<file path="config.mk">
export PLATFORM = sky130hd
export DESIGN_NAME = paralelo_serial_tx_flat
export DESIGN_NICKNAME = d
export VERILOG_FILES = /design/src/rtl/paralelo_serial_tx_if.sv /design/src/rtl/paralelo_serial_tx.sv /design/src/flat_wrapper.sv
export SDC_FILE = /design/constraint.sdc
export NUM_CORES = 1
export LEC_CHECK = 0
export ABC_AREA = 1
export CAP_MARGIN = 20
export CORE_MARGIN = 2
export CORE_UTILIZATION = 50
export DETAILED_ROUTE_END_ITERATION = 16
export PLACE_DENSITY_LB_ADDON = 0.25
export RECOVER_POWER = 25
export SYNTH_ARGS = -nofsm -noshare
export SYNTH_HDL_FRONTEND = slang
export SYNTH_SLANG_ARGS = --single-unit
</file>
<file path="constraint.sdc">
create_clock -name clk_32f -period 2.27 [get_ports clk_32f]
set_input_delay 0.454 -clock clk_32f [delete_from_list [all_inputs] [get_ports clk_32f]]
set_output_delay 0.454 -clock clk_32f [all_outputs]
set_load 0.005 [all_outputs]
</file>
<file path="src/rtl/paralelo_serial_tx_if.sv">
// Parallel byte handshake between an upstream source and paralelo_serial_tx.
// The transmitter samples data_in/valid_in only in the cycle where it drives ready.
interface paralelo_serial_tx_if;
    localparam int unsigned DATA_W = 8;

    logic [DATA_W-1:0] data_in;
    logic              valid_in;
    logic              ready;

    modport master (output data_in, output valid_in, input ready);
    modport slave  (input data_in, input valid_in, output ready);
endinterface

</file>
<file path="src/rtl/paralelo_serial_tx.sv">
// Byte-to-serial transmitter: sends SYNC_COUNT comma bytes after reset, then streams bytes MSB first.
// Optional macro PARALELO_SERIAL_BYTE_COUNT_EN adds the tx_count output counting accepted data bytes.
module paralelo_serial_tx #(
    parameter logic [7:0]  COM_SYMBOL = 8'hBC,
    parameter int unsigned SYNC_COUNT = 4
) (
    input  logic                 clk_32f,
    input  logic                 reset,
    paralelo_serial_tx_if.slave  bus,
    output logic                 data_out,
    output logic                 active
`ifdef PARALELO_SERIAL_BYTE_COUNT_EN
    ,
    output logic [15:0]          tx_count
`endif
);
    localparam int unsigned SYNC_W = (SYNC_COUNT > 1) ? $clog2(SYNC_COUNT) : 1;
    localparam logic [SYNC_W-1:0] SYNC_LAST = SYNC_W'(SYNC_COUNT - 1);

    typedef enum logic {
        SYNC = 1'b0,
        RUN  = 1'b1
    } state_t;

    state_t            state;
    state_t            state_next;
    logic [2:0]        bit_cnt;
    logic [7:0]        cur_byte;
    logic [SYNC_W-1:0] sync_cnt;
    logic              byte_end;
    logic              take_data;

    assign byte_end  = (bit_cnt == 3'd7);
    assign take_data = bus.ready && bus.valid_in;

    // State register
    always_ff @(posedge clk_32f or negedge reset) begin
        if (!reset) begin
            state <= SYNC;
        end else begin
            state <= state_next;
        end
    end

    // Next state and the combinational sample strobe
    always_comb begin
        state_next = state;
        bus.ready  = 1'b0;
        case (state)
            SYNC: begin
                if (byte_end && (sync_cnt == SYNC_LAST)) begin
                    state_next = RUN;
                end
            end
            RUN: begin
                bus.ready = byte_end;
            end
            default: begin
                state_next = SYNC;
            end
        endcase
    end

    // Serializer: free-running bit counter, next byte loaded on the last bit of the current one
    always_ff @(posedge clk_32f or negedge reset) begin
        if (!reset) begin
            bit_cnt  <= 3'd0;
            cur_byte <= COM_SYMBOL;
            data_out <= 1'b0;
            sync_cnt <= '0;
            active   <= 1'b0;
        end else begin
            bit_cnt  <= bit_cnt + 3'd1;
            data_out <= cur_byte[3'd7 - bit_cnt];
            active   <= (state_next == RUN);
            if (byte_end) begin
                cur_byte <= take_data ? bus.data_in : COM_SYMBOL;
            end
            if ((state == SYNC) && byte_end) begin
                sync_cnt <= sync_cnt + SYNC_W'(1);
            end
        end
    end

`ifdef PARALELO_SERIAL_BYTE_COUNT_EN
    // Accepted data bytes; wraps naturally at 16 bits
    always_ff @(posedge clk_32f or negedge reset) begin
        if (!reset) begin
            tx_count <= 16'd0;
        end else if (take_data) begin
            tx_count <= tx_count + 16'd1;
        end
    end
`endif

endmodule

</file>
<file path="src/flat_wrapper.sv">
// flat-port wrapper written by rule: the top's interface ports become plain ports
module paralelo_serial_tx_flat 
#(
    parameter logic [7:0]  COM_SYMBOL = 8'hBC,
    parameter int unsigned SYNC_COUNT = 4
)
  (clk_32f, reset, data_out, active, bus_data_in, bus_valid_in, bus_ready);
  paralelo_serial_tx_if bus_i ();
  input  logic clk_32f;
  input  logic reset;
  output logic data_out;
  output logic active;
  input wire logic [$bits(bus_i.data_in)-1:0] bus_data_in;
  input wire logic [$bits(bus_i.valid_in)-1:0] bus_valid_in;
  output wire logic [$bits(bus_i.ready)-1:0] bus_ready;
  assign bus_i.data_in = bus_data_in;
  assign bus_i.valid_in = bus_valid_in;
  assign bus_ready = bus_i.ready;
  paralelo_serial_tx #(.COM_SYMBOL(COM_SYMBOL), .SYNC_COUNT(SYNC_COUNT)) u_core (.clk_32f(clk_32f), .reset(reset), .bus(bus_i), .data_out(data_out), .active(active));
endmodule
</file>
After elaboration in Yosys (flattened, before gate mapping):

Index checks and enable logic that the tools add are counted.

* bits in registers: 15

* $add $sub $neg: 3
* reductions and logical operators: 3
* $lt $le $gt $ge: 1
* multiplexer cells: 6
* eq/ne operators: 2
* bitwise gates (word level): 1

Operator list (number)
* $mux W8: 1
* $lt A3 B4 Y1 const B: 1
* $mux W1: 4
* $add A3 B1 Y3 const B: 1
* $bmux W1 S3: 1
* $eq A3 B3 Y1 const B: 1
* $logic_and A1 B1 Y1: 3
* $sub A3 B3 Y3 const A: 1
* $add A2 B1 Y2 const B: 1
* $eq A2 B2 Y1 const B: 1
* $not A1 Y1: 1

Logic depth before layout (Yosys ltp):

* word-level depth: 4
* mapped depth: 7
* depth with buffers taken out: 7

Least setup slack after synthesis:

No wires, ideal clock.

* path type: register -> output
* from: reg u_core.bit_cnt[0]
* to: out bus_ready
* cell stages (with the launch flop): 5
* data required time: 1.816 ns
* arrival time: 0.984 ns
* path slack: 0.832 ns
* cell sequence: dfrtp_1 ha_1 ha_1 nand2_2 inv_2

* cells in the longest elaborated chain, start to end: 2

RTL lines
* start, declared: line paralelo_serial_tx.sv:27 `logic [2:0] bit_cnt;`
* start signal, assigned: line paralelo_serial_tx.sv:73 `bit_cnt <= bit_cnt + 3'd1;`
* $eq A3 B3 Y1: line paralelo_serial_tx.sv:33 `assign byte_end = (bit_cnt == 3'd7);`
* named net u_core.byte_end: line paralelo_serial_tx.sv:30 `logic byte_end;`
* $mux W1: line paralelo_serial_tx.sv:49 `case (state)`
* end, declared: line flat_wrapper.sv:15 `output wire logic [$bits(bus_i.ready)-1:0] bus_ready;`

The timed path passes the listed nets, and every way through them passes these cells.

Worst setup path in the final report:

* from: reg u_core.bit_cnt[1]
* to: out bus_ready

The elaborated chain is that of the path after synthesis.

==> Implementation_results.wiki <==
{| class="wikitable"
! Metric !! Value
|-
| Total setup violations reported at the end of the flow || 0
|-
| Wire length of the first global-routing pass || about 2000 um
|-
| Die Outline Area || between 1500 and 2000 um2
|-
| Number of cells produced by synthesis || 74
|-
| Type of element launching the critical path || flip-flop
|-
| Data required time of the worst path || 1.82 ns
|-
| Final critical-path share of the clock period || 0.949
|-
| Arrival time reported for the critical path endpoint || 1.70 ns
|-
| Post-synthesis net count || slightly below 90
|-
| Achievable frequency || between 400 and 500 MHz
|-
| Number of global-route vias before repair || 475
|-
| Post-synthesis compound-gate area fraction || 0.0603
|-
| Antenna Cells || 0
|-
| Yosys top cell by area || dfrtp_1
|-
| Routed WL per cell || about 12 um
|-
| HP Class || reg -> reg
|-
| Placeable core region || 1270 um2
|-
| Worst-Margin Slew || ~0.63 ns
|-
| #FFs+latches synth || 15
|-
| Detailed-route DRC error count || 0
|-
| Post-cts hold buffer count || 0
|-
| Final count of hold timing violations || 0
|-
| Pin count of the biggest net entering global routing || 16
|-
| Initial antenna violation count || 0
|-
| Run status || finished, final reports clean
|-
| Xor and xnor area share after synthesis || 0.0132
|-
| Remaining number of nets flagged by the antenna check after routing || 0
|-
| Multiplexer fraction of the synthesized cell area || 0
|-
| Cells taking the most area after synthesis || dfrtp_1, dfstp_2, nand2_1
|-
| Total wire length || between 1000 and 1500 um
|-
| Average vias per placed instance || 4.80
|-
| Site row count || 13
|-
| Sequential area share after synthesis || 0.574
|-
| Maximum buffer depth of the clock tree || 2
|-
| Footprint of the flip-flops and latches || 382 um2
|-
| Filler Cells Inserted || around 110
|-
| Type of element capturing the critical path || output port
|-
| Post-CTS clock slew at the launch and capture registers of the worst setup and hold paths || 0.09 ns
|-
| Initial standard-cell utilization of the core || 0.524
|-
| Io pins || 14
|-
| Iteration-0 DRC Markers || 5
|-
| Lkg Pwr || between 0.4 and 0.5 nW
|-
| Max-slew violation count || 0
|-
| Area of combinational cells with multiple inputs || about 240 um2
|-
| First-pass DRT Iterations || 5
|-
| Tightest slew margin relative to the limit || 0.579
|-
| Syn_area_per_cell || about 9 um2
|-
| Total routing usage reported by global routing || 0.189
|-
| Synth-to-Final Area Change || 30.1%
|-
| Die width || a little over 40 um
|-
| Number of unique standard cell types used by synthesis || 13
|-
| Post-Route Setup TNS || 0 ns
|-
| Layout cell share with drive strength beyond 1 || 0.151
|-
| Nets@finish || about 110
|-
| Crit-path max FO || 8
|-
| DR vias || between 500 and 600
|-
| HPWL Detailed || 903 um
|-
| Number of buffers added by the clock tree synthesis step || 3
|-
| Simple-gate share of the synthesized area || 0.217
|-
| Total congestion overflow || 0
|-
| TritonCTS clock tree || yes
|-
| Worst clock skew on the final layout || between 0.006 and 0.007 ns
|-
| RSZ-0062 raised after global routing || no
|-
| Power density over the cells || between 500 and 600 nW/um2
|-
| Quantity of I/O buffers inserted on ports || 13
|-
| RePlAce Congestion || between 0.7 and 0.8
|-
| Synthesis warning total || 0
|-
| Combinational family with the most area after synthesis || simple AND/OR/NAND/NOR gates
|-
| Clock net sink count || 15
|-
| Root cell of the clock tree || clkbuf_4
|-
| Clock insertion delay at the later pin of the skew report || just under 0.3 ns
|-
| Minimum clock period || between 2 and 2.5 ns
|-
| Number of violations of the max-capacitance limit || 0
|-
| Combined area of all synthesized cells || ~660 um2
|-
| Fraction of the mapped netlist area in adder cells || 0.0565
|-
| H-tree levels || 1
|-
| Critical path type || reg -> out
|-
| Die Y || between 40 and 50 um
|-
| Share of the synthesized area in the top cell type || 0.377
|-
| Total design power || about 0.00047 W
|-
| Max IR drop VDD || between 0.3 and 0.4 mV
|}
repair_timing:
item                       in CTS  in global routing
setup endpoints to repair       1                  1
gates resized for setup         1                  1
setup buffers                   1                  1
logic make-up (layout without fill, tap and decap cells):
kind of cell | count (synthesis) | count (layout)
fa+ha+maj | 3 | 3
xor+xnor | 1 | 1
buf+inv | 14 | 33
flops | 15 | 15
compound gates | 8 | 8
simple gates | 33 | 33
cell type report:
cell class | instances | area share
sequential | 15 | 0.441
clock buffer | 3 | 0.0260
timing repair buffer | 15 | 0.164
inverter | 14 | 0.0608
multi-input combinational | 45 | 0.281
tap | 15 | 0.0217
clock inverter | 1 | 0.00579
final timing paths:
kind                            slack [ns]                              to                            from  cells past startpoint
worst min-delay path                  0.48  u_core.cur_byte[3]$_DFFE_PN1P_  u_core.cur_byte[3]$_DFFE_PN1P_                      2
worst min register to register        0.48  u_core.cur_byte[3]$_DFFE_PN1P_  u_core.cur_byte[3]$_DFFE_PN1P_                      2
worst max-delay path                  0.12                       bus_ready     u_core.bit_cnt[1]$_DFF_PN0_                      5
worst max register to register        1.01  u_core.cur_byte[2]$_DFFE_PN1P_     u_core.bit_cnt[0]$_DFF_PN0_                      7
min in group asynchronous             0.62  u_core.cur_byte[1]$_DFFE_PN0P_                           reset                      1
max in group asynchronous             1.25       u_core.data_out$_DFF_PN0_                           reset                      1
sequential cells by signal (all words and copies together), names as in the netlist:
register and flops:
u_core.sync_cnt 2, u_core.state 1, u_core.cur_byte 8, u_core.bit_cnt 3, u_core.data_out 1
report_power, final:
group	internal, W	switching [W]	leakage (nW)	total [W]
combinational	0.0000209	0.0000162	0.248	0.0000371
clock	0.0000655	0.0000879	0.0177	0.000153
sequential	0.000279	0.00000194	0.176	0.000281
total	0.000365	0.000106	0.442	0.000471
per-stage QoR:
stage               setup WS [ns]  std cells  area, um2  hold slack [ns]   util
finish                      0.116        108        865            0.481  0.681
global route               0.0211        108        865            0.518  0.681
CTS                        0.0422        107        851            0.481  0.671
detailed placement          0.252        102        813            0.467  0.641
global placement            0.302        102        813            0.460  0.641
floorplan                   0.832         74        664            0.158      -
cell usage in the layout (no fill, tap or decap):
cell type        instances
a21oi_1                  5
buf_4                    1
clkbuf_1                 1
clkbuf_4                 3
clkdlybuf4s50_1         12
clkinv_2                 1
dfrtp_1                 10
dfstp_2                  5
dlygate4sd3_1            1
ha_1                     2
ha_4                     1
inv_1                   13
inv_2                    1
nand2_1                 18
nand2_2                  1
nand2_4                  1
nand3_1                  8
nor2_1                   5
o21ai_0                  3
xnor2_1                  1
synth_stat cells:
cell type	count
dfrtp_1	10
nand3_1	8
dfstp_2	5
o21ai_0	3
inv_2	1
nand2_2	1
nand2_4	1
xnor2_1	1
inv_1	13
ha_1	3
nand2_1	18
a21oi_1	5
nor2_1	5
worst max-delay path: stages (launching register included):
cell and delay, ns:
dfrtp_1 0.38, ha_1 0.20, ha_4 0.18, nand2_2 0.05, inv_2 0.10, clkdlybuf4s50_1 0.51
layer usage:
layer  vias to the layer above  wire, um  track usage
li1                        267         -            -
met1                       232       540        0.228
met2                        14       589        0.302
met3                         5        74       0.0556
met4                         0        38        0.100
met5                         -         0            0
(Power assumes the default switching activity.)
